File: config.mk
export PLATFORM = sky130hd
export DESIGN_NAME = vga_timing_gen
export DESIGN_NICKNAME = d
export VERILOG_FILES = /design/src/rtl/vga_timing_gen.sv
export SDC_FILE = /design/constraint.sdc
export NUM_CORES = 1
export LEC_CHECK = 0
export ABC_AREA = 1
export BUFFER_PORTS_ARGS = -buffer_cell sky130_fd_sc_hd__buf_2
export CAP_MARGIN = 5
export CORE_UTILIZATION = 56
export DETAILED_ROUTE_END_ITERATION = 6
export GPL_ROUTABILITY_DRIVEN = 1
export MAX_ROUTING_LAYER = met4
export PLACE_DENSITY = 0.76
export SETUP_SLACK_MARGIN = 0.05
export SLEW_MARGIN = 15
export SYNTH_ARGS = -nofsm -noshare
export SYNTH_HDL_FRONTEND = slang
export SYNTH_SLANG_ARGS = --single-unit
File: constraint.sdc
create_clock -name clk -period 1.9 [get_ports clk]
set_clock_uncertainty 0.1 [all_clocks]
set_input_delay 0 -clock clk [delete_from_list [all_inputs] [get_ports clk]]
set_output_delay 0 -clock clk [all_outputs]
set_load 0.005 [all_outputs]
File: src/rtl/vga_timing_gen.sv
// VGA raster timing: pixel-rate strobe, row/column counters and the sync,
// blanking and line/frame markers, all registered and aligned to the counters.
module vga_timing_gen #(
  parameter int CLK_DIV  = 4,
  parameter int H_ACTIVE = 640,
  parameter int H_FP     = 16,
  parameter int H_SYNC   = 96,
  parameter int H_BP     = 48,
  parameter int V_ACTIVE = 480,
  parameter int V_FP     = 10,
  parameter int V_SYNC   = 2,
  parameter int V_BP     = 33,
  parameter int SYNC_POL = 0
) (
  input  logic       clk,
  input  logic       reset,
  output logic       pix_en,
  output logic [9:0] pix_row,
  output logic [9:0] pix_col,
  output logic       video_on,
  output logic       hsync,
  output logic       vsync,
  output logic       line_start,
  output logic       frame_start
);

  localparam int H_TOTAL = H_ACTIVE + H_FP + H_SYNC + H_BP;
  localparam int V_TOTAL = V_ACTIVE + V_FP + V_SYNC + V_BP;

  localparam logic [3:0]  DIV_LAST    = 4'(CLK_DIV - 1);
  localparam logic [9:0]  COL_LAST    = 10'(H_TOTAL - 1);
  localparam logic [9:0]  ROW_LAST    = 10'(V_TOTAL - 1);
  // Region bounds are one bit wider so a total of exactly 1024 cannot wrap.
  localparam logic [10:0] COL_VIS_END = 11'(H_ACTIVE);
  localparam logic [10:0] HS_START    = 11'(H_ACTIVE + H_FP);
  localparam logic [10:0] HS_END      = 11'(H_ACTIVE + H_FP + H_SYNC);
  localparam logic [10:0] ROW_VIS_END = 11'(V_ACTIVE);
  localparam logic [10:0] VS_START    = 11'(V_ACTIVE + V_FP);
  localparam logic [10:0] VS_END      = 11'(V_ACTIVE + V_FP + V_SYNC);
  localparam logic        SYNC_ON     = 1'(SYNC_POL);

  logic [3:0] div_cnt;
  logic [9:0] col_nxt;
  logic [9:0] row_nxt;
  logic       vo_nxt;
  logic       hs_nxt;
  logic       vs_nxt;
  logic       ls_nxt;
  logic       fs_nxt;

  always_comb begin
    col_nxt = pix_col;
    row_nxt = pix_row;
    if (pix_en) begin
      if (pix_col == COL_LAST) begin
        col_nxt = '0;
        row_nxt = (pix_row == ROW_LAST) ? 10'd0 : pix_row + 10'd1;
      end else begin
        col_nxt = pix_col + 10'd1;
      end
    end
  end

  // Decoded from the next counter values so the registered flags line up
  // with the counters they describe.
  always_comb begin
    vo_nxt = ({1'b0, col_nxt} < COL_VIS_END) && ({1'b0, row_nxt} < ROW_VIS_END);
    hs_nxt = (({1'b0, col_nxt} >= HS_START) && ({1'b0, col_nxt} < HS_END)) ? SYNC_ON : ~SYNC_ON;
    vs_nxt = (({1'b0, row_nxt} >= VS_START) && ({1'b0, row_nxt} < VS_END)) ? SYNC_ON : ~SYNC_ON;
    ls_nxt = pix_en && (col_nxt == 10'd0);
    fs_nxt = ls_nxt && (row_nxt == 10'd0);
  end

  always_ff @(posedge clk) begin
    if (reset) begin
      div_cnt     <= '0;
      pix_en      <= 1'b0;
      pix_col     <= COL_LAST;
      pix_row     <= ROW_LAST;
      video_on    <= 1'b0;
      hsync       <= ~SYNC_ON;
      vsync       <= ~SYNC_ON;
      line_start  <= 1'b0;
      frame_start <= 1'b0;
    end else begin
      if (div_cnt == DIV_LAST) begin
        div_cnt <= '0;
        pix_en  <= 1'b1;
      end else begin
        div_cnt <= div_cnt + 4'd1;
        pix_en  <= 1'b0;
      end
      pix_col     <= col_nxt;
      pix_row     <= row_nxt;
      video_on    <= vo_nxt;
      hsync       <= hs_nxt;
      vsync       <= vs_nxt;
      line_start  <= ls_nxt;
      frame_start <= fs_nxt;
    end
  end

endmodule

* Word level (Yosys, flattened, before mapping)
Cells that the tools add are included.
Word-level totals: bits in registers 30, bits of input ports 2, output and inout port bits 26, word-level logic and storage cells 37
Cells by class: $add $sub $neg 3, $lt $le $gt $ge 6, equality and inequality tests 3, multiplexer cells 8, reductions and logical operators 8
Operator list (number):
- $mux W10 | 5
- $add A10 B1 Y10 const B | 2
- $eq A10 B10 Y1 const B | 2
- $logic_not A10 Y1 | 2
- $lt A10 B10 Y1 const B | 2
- $lt A10 B9 Y1 const B | 2
- $ge A10 B10 Y1 const B | 1
- $ge A10 B9 Y1 const B | 1
- $logic_and A1 B1 Y1 | 5
- $add A4 B1 Y4 const B | 1
- $eq A4 B2 Y1 const B | 1
- $mux W1 | 3
- $reduce_or A2 Y1 | 1

* Depth between registers and ports, before layout
word-level depth 7, gate-level depth with buffers 12, mapped depth without buffers 12

* Worst setup path after synthesis
No wires, ideal clock.
path type register to register, start register pix_col[0], end register vsync, library setup time 0.120 ns, arrival 1.519 ns, data required time 1.680 ns, setup slack 0.160 ns, cell stages (with the launch flop) 11, path buffers 0, clock period less this slack 1.740 ns, cell sequence dfxtp_1 > ha_1 > nand2_1 > nor2_4 > nand3_4 > nor2_8 > nand2_1 > o21ai_1 > o21ai_0 > nor2_1 > nand3_1
On the way: cells in the longest elaborated chain, start to end 6, elaborated cells on any way between the ends 7, classes of those cells 2 x order compare; 1 x eq/ne; 3 x mux; 1 x reduce/logical
Ends and longest elaborated chain:
- start, declared | RTL line 19 | output logic [9:0] pix_col,
- start signal, assigned | RTL line 93 | pix_col <= col_nxt;
- $eq A10 B10 Y1 * | RTL line 55 | if (pix_col == COL_LAST) begin
- $mux W10 * | RTL line 55
- $mux W10 * | RTL line 54 | if (pix_en) begin
- $ge A10 B9 Y1 or $lt A10 B9 Y1 (tied branches) | RTL line 69 | vs_nxt = (({1'b0, row_nxt} >= VS_START) && ({1'b0, row_nxt} < VS_END)) ? SYNC_ON : ~SYNC_ON;
- $logic_and A1 B1 Y1 * | RTL line 69
- $mux W1 * | RTL line 69
- end signal, assigned | RTL line 82 | vsync <= ~SYNC_ON;
- end signal, assigned | RTL line 97 | vsync <= vs_nxt;
- end, declared | RTL line 22 | output logic vsync,
Every way passes the cells marked *; elsewhere a longest branch is shown, timed or not. A chain may end at the register's enable or synchronous reset.

* Worst setup path after layout
start register pix_col[1], end register vsync
Same word-level chain as after synthesis.

==> flow_metrics.env <==
export IMPL_outcome="finished with violations"
export IMPL_violations="DRC"
export IMPL_tns_ps=0
export IMPL_die_h_um=57.6
export IMPL_yosysWarnings=0
export IMPL_initialDrtViolationCount=80
export IMPL_timing_rr_end="vsync"
export IMPL_track_usage_pct=26.0
export IMPL_num_vias=1745
export IMPL_cts_max_path_buffers=2
export IMPL_endpoint_kind="register"
export IMPL_grt_pass1_vias=1484
export IMPL_hold_viol_final=0
export IMPL_min_period_ps=1810
export IMPL_synth_area_top_cells="dfxtp_1 35%, nand2_1 18%, nor2_1 8.7%"
export IMPL_crit_type="reg2reg"
export IMPL_finalCritPeriodShare_pct=95.3
export IMPL_comb_power_share_pct=19.3
export IMPL_timing_final_ws_setup_ps=88.8
export IMPL_power_density_nw_per_um2=620
export IMPL_start_util_pct=60.7
export IMPL_cts_made_buffers=5
export IMPL_min_path_type="reg2reg"
export IMPL_critPathMaxFanout=5
export IMPL_hold_depth=1
export IMPL_max_stage_delay_ps=360
export IMPL_nets=316
export IMPL_slowest_stage="dfxtp_2"
export IMPL_startpoint_type="register"
export IMPL_worstPathArrival_ps=1940
export IMPL_die_w_um=57.6
export IMPL_whs_ps=350
export IMPL_drt_vias_per_instance=5.10
export IMPL_antenna_cells=0
export IMPL_layout_drive_gt1_share_pct=28.6
export IMPL_reg2reg_depth=11
export IMPL_synth_area_um2=1730
export IMPL_rrSetupSlack_ps=90
export IMPL_mappedNetlistNets=270
export IMPL_hpwl_um=3040
export IMPL_cts_tree="built"
export IMPL_cp_required_ps=2030
export IMPL_syn_inst=264
export IMPL_p_leak_nw=1.12
export IMPL_dieArea_um2=3320
export IMPL_areaGrowthSynthToFinish_pct=23.6
export IMPL_dp_slack_ps=49.5
export IMPL_coreArea_um2=2850
export IMPL_postLayoutCellArea_um2=2140
export IMPL_clockPowerShare_pct=30.4
export IMPL_worst_pin_slew_ps=293
export IMPL_dpl_cell_area_um2=1950
export IMPL_synth_seq_cells=30
export IMPL_clkTransAtPathRegs_ps=100
export IMPL_seq_power_share_pct=50.3
export IMPL_cp_cell_sequence="ha_4, nand2_1, inv_1, nand3_1, nor2_4, nand3_1, nand2_1, nand2_1, a21oi_1, and2_4, nand3_1"
export IMPL_cap_violations=0
export IMPL_clk_latency_ps=340
export IMPL_p_sw_share_pct=30.1
export IMPL_synth_top_area_share_pct=34.7
export IMPL_max_freq_mhz=552
export IMPL_clock_root_buffer="clkbuf_4"
export IMPL_wire_per_inst_um=11.8
export IMPL_gp_congestion=0.933
export IMPL_grt_pass1_wl_um=6210
export IMPL_antenna_found_initial=0
export IMPL_fp_row_count=19
export IMPL_io_buffers=27
export IMPL_ios=28
export IMPL_routed_wl_um=4040
export IMPL_drt_first_pass_iters=7
export IMPL_synth_top_cell_by_area="dfxtp_1"
export IMPL_crit_buf_inv=1
export IMPL_ys_types=27
export IMPL_internal_power_w=0.000928
export IMPL_htree_levels=2
export IMPL_overflow=0
export IMPL_drv_slew=0
export IMPL_relSlewSlack_pct=80.4
export IMPL_ys_seq_area_share_pct=34.7
export IMPL_peakVddDrop_mv=0.623
export IMPL_worstHoldStart="div_cnt[0]"
export IMPL_drcViolationCount=2
export IMPL_drtAntennaViolNets=0
export IMPL_clock_sinks=30
export IMPL_fill_cells=240
export IMPL_critical_path_top_delay_family="simple AND/OR/NAND/NOR gates"
export IMPL_grt_max_degree=13
export IMPL_synth_avg_cell_area_um2=6.56
export IMPL_finalSetupViolCount=0
export IMPL_whs_endpoint="div_cnt[0]"
export IMPL_reg2reg_from="pix_col[1]"
export IMPL_rsz0062_at_grt="true"
export IMPL_netSwitchingPower_w=0.000399
## through the flow
stage                     total power (W)  instances  utilization (%)
final                             0.00133        342             75.0
after global routing              0.00139        342             75.0
after CTS                         0.00130        336             71.1
after detailed placement         0.000899        327             68.5
after global placement           0.000896        327             68.5
after floorplan                  0.000844        264                -
## power by group through the flow
stage,clock network (W),logic [W],registers (W)
floorplan,0,0.000164,0.000680
global placement,0,0.000215,0.000680
detailed placement,0,0.000217,0.000681
CTS,0.000412,0.000220,0.000667
global route,0.000437,0.000284,0.000671
finish,0.000403,0.000256,0.000667
## worst register-to-register path: stages (launching register included)
cell	delay, ps
dfxtp_2	360
ha_4	160
nand2_1	110
inv_1	80
nand3_1	130
nor2_4	190
nand3_1	90
nand2_1	60
nand2_1	70
a21oi_1	140
and2_4	160
nand3_1	50
## layout make-up
| cell class | count | area, µm² | share of cell area (%) |
|---|---|---|---|
| multi-input cells | 192 | 1030 | 48.0 |
| flip-flops and latches | 30 | 609 | 28.5 |
| repair buffers | 42 | 258 | 12.0 |
| inverters | 39 | 146 | 6.84 |
| clock buffers | 7 | 55.1 | 2.57 |
| well taps | 31 | 38.8 | 1.81 |
| clock inverters | 1 | 5.00 | 0.234 |
## placed cells by master (no fill, tap or decap), drive strengths merged
| cell type | count |
|---|---|
| nand2 | 84 |
| nor2 | 52 |
| buf | 41 |
| inv | 39 |
| dfxtp | 30 |
| nand3 | 23 |
| nand4 | 8 |
| clkbuf | 7 |
| o21ai | 6 |
| a21oi | 5 |
| ha | 4 |
| xor2 | 3 |
| nor3 | 2 |
| or2 | 2 |
| a21boi | 1 |
| and2 | 1 |
| o21bai | 1 |
| clkinv | 1 |
| dlygate4sd3 | 1 |
## what timing repair did
action,4_1_cts,5_1_grt
setup endpoints to repair,2,5
setup buffers,0,6
resized for setup,1,22
pin swaps,0,11
endpoints found under the hold margin,11,0
hold buffers,1,0
## registers in the layout (all words and copies together), names as in the netlist
register and count:
pix_row 10, frame_start 1, vsync 1, div_cnt 4, video_on 1, pix_en 1, line_start 1, hsync 1
pix_col 10
## worst max path at each step
stage,startpoint,to,slack (ps),depth (start not counted)
3_3_place_gp,pix_col[0],vsync,50,10
2_1_floorplan,pix_col[0],vsync,160,10
5_1_grt,pix_col[1],frame_start,-20,12
6_report,pix_col[1],vsync,90,11
3_5_place_dp,pix_col[0],vsync,50,10
4_1_cts,pix_col[0],vsync,40,10
## kinds of logic after synthesis
family / share of synthesized area (%)
xor+xnor: 1.52
buf+inv: 9.18
simple gates: 47.3
fa+ha+maj: 2.89
compound gates: 4.48
flops: 34.7
## routing by layer
| metal | global-route usage, % | part of all wire, % | vias up |
|---|---|---|---|
| met5 | - | 0 | - |
| met1 | 34.2 | 47 | 780 |
| met3 | 6.70 | 6.5 | 7 |
| li1 | - | - | 911 |
| met4 | 9.06 | 1.3 | 0 |
| met2 | 38.7 | 45 | 47 |
## cell usage after synthesis, drive strengths merged
cell	n
ha	4
a21boi	1
o21bai	1
xor2	3
dfxtp	30
nand2	84
and2	1
nor2	52
o21ai	6
a21oi	5
inv	39
or2	2
nand3	23
nor3	2
clkbuf	2
buf	1
nand4	8
Note: power is estimated with default switching activity, not from simulation.
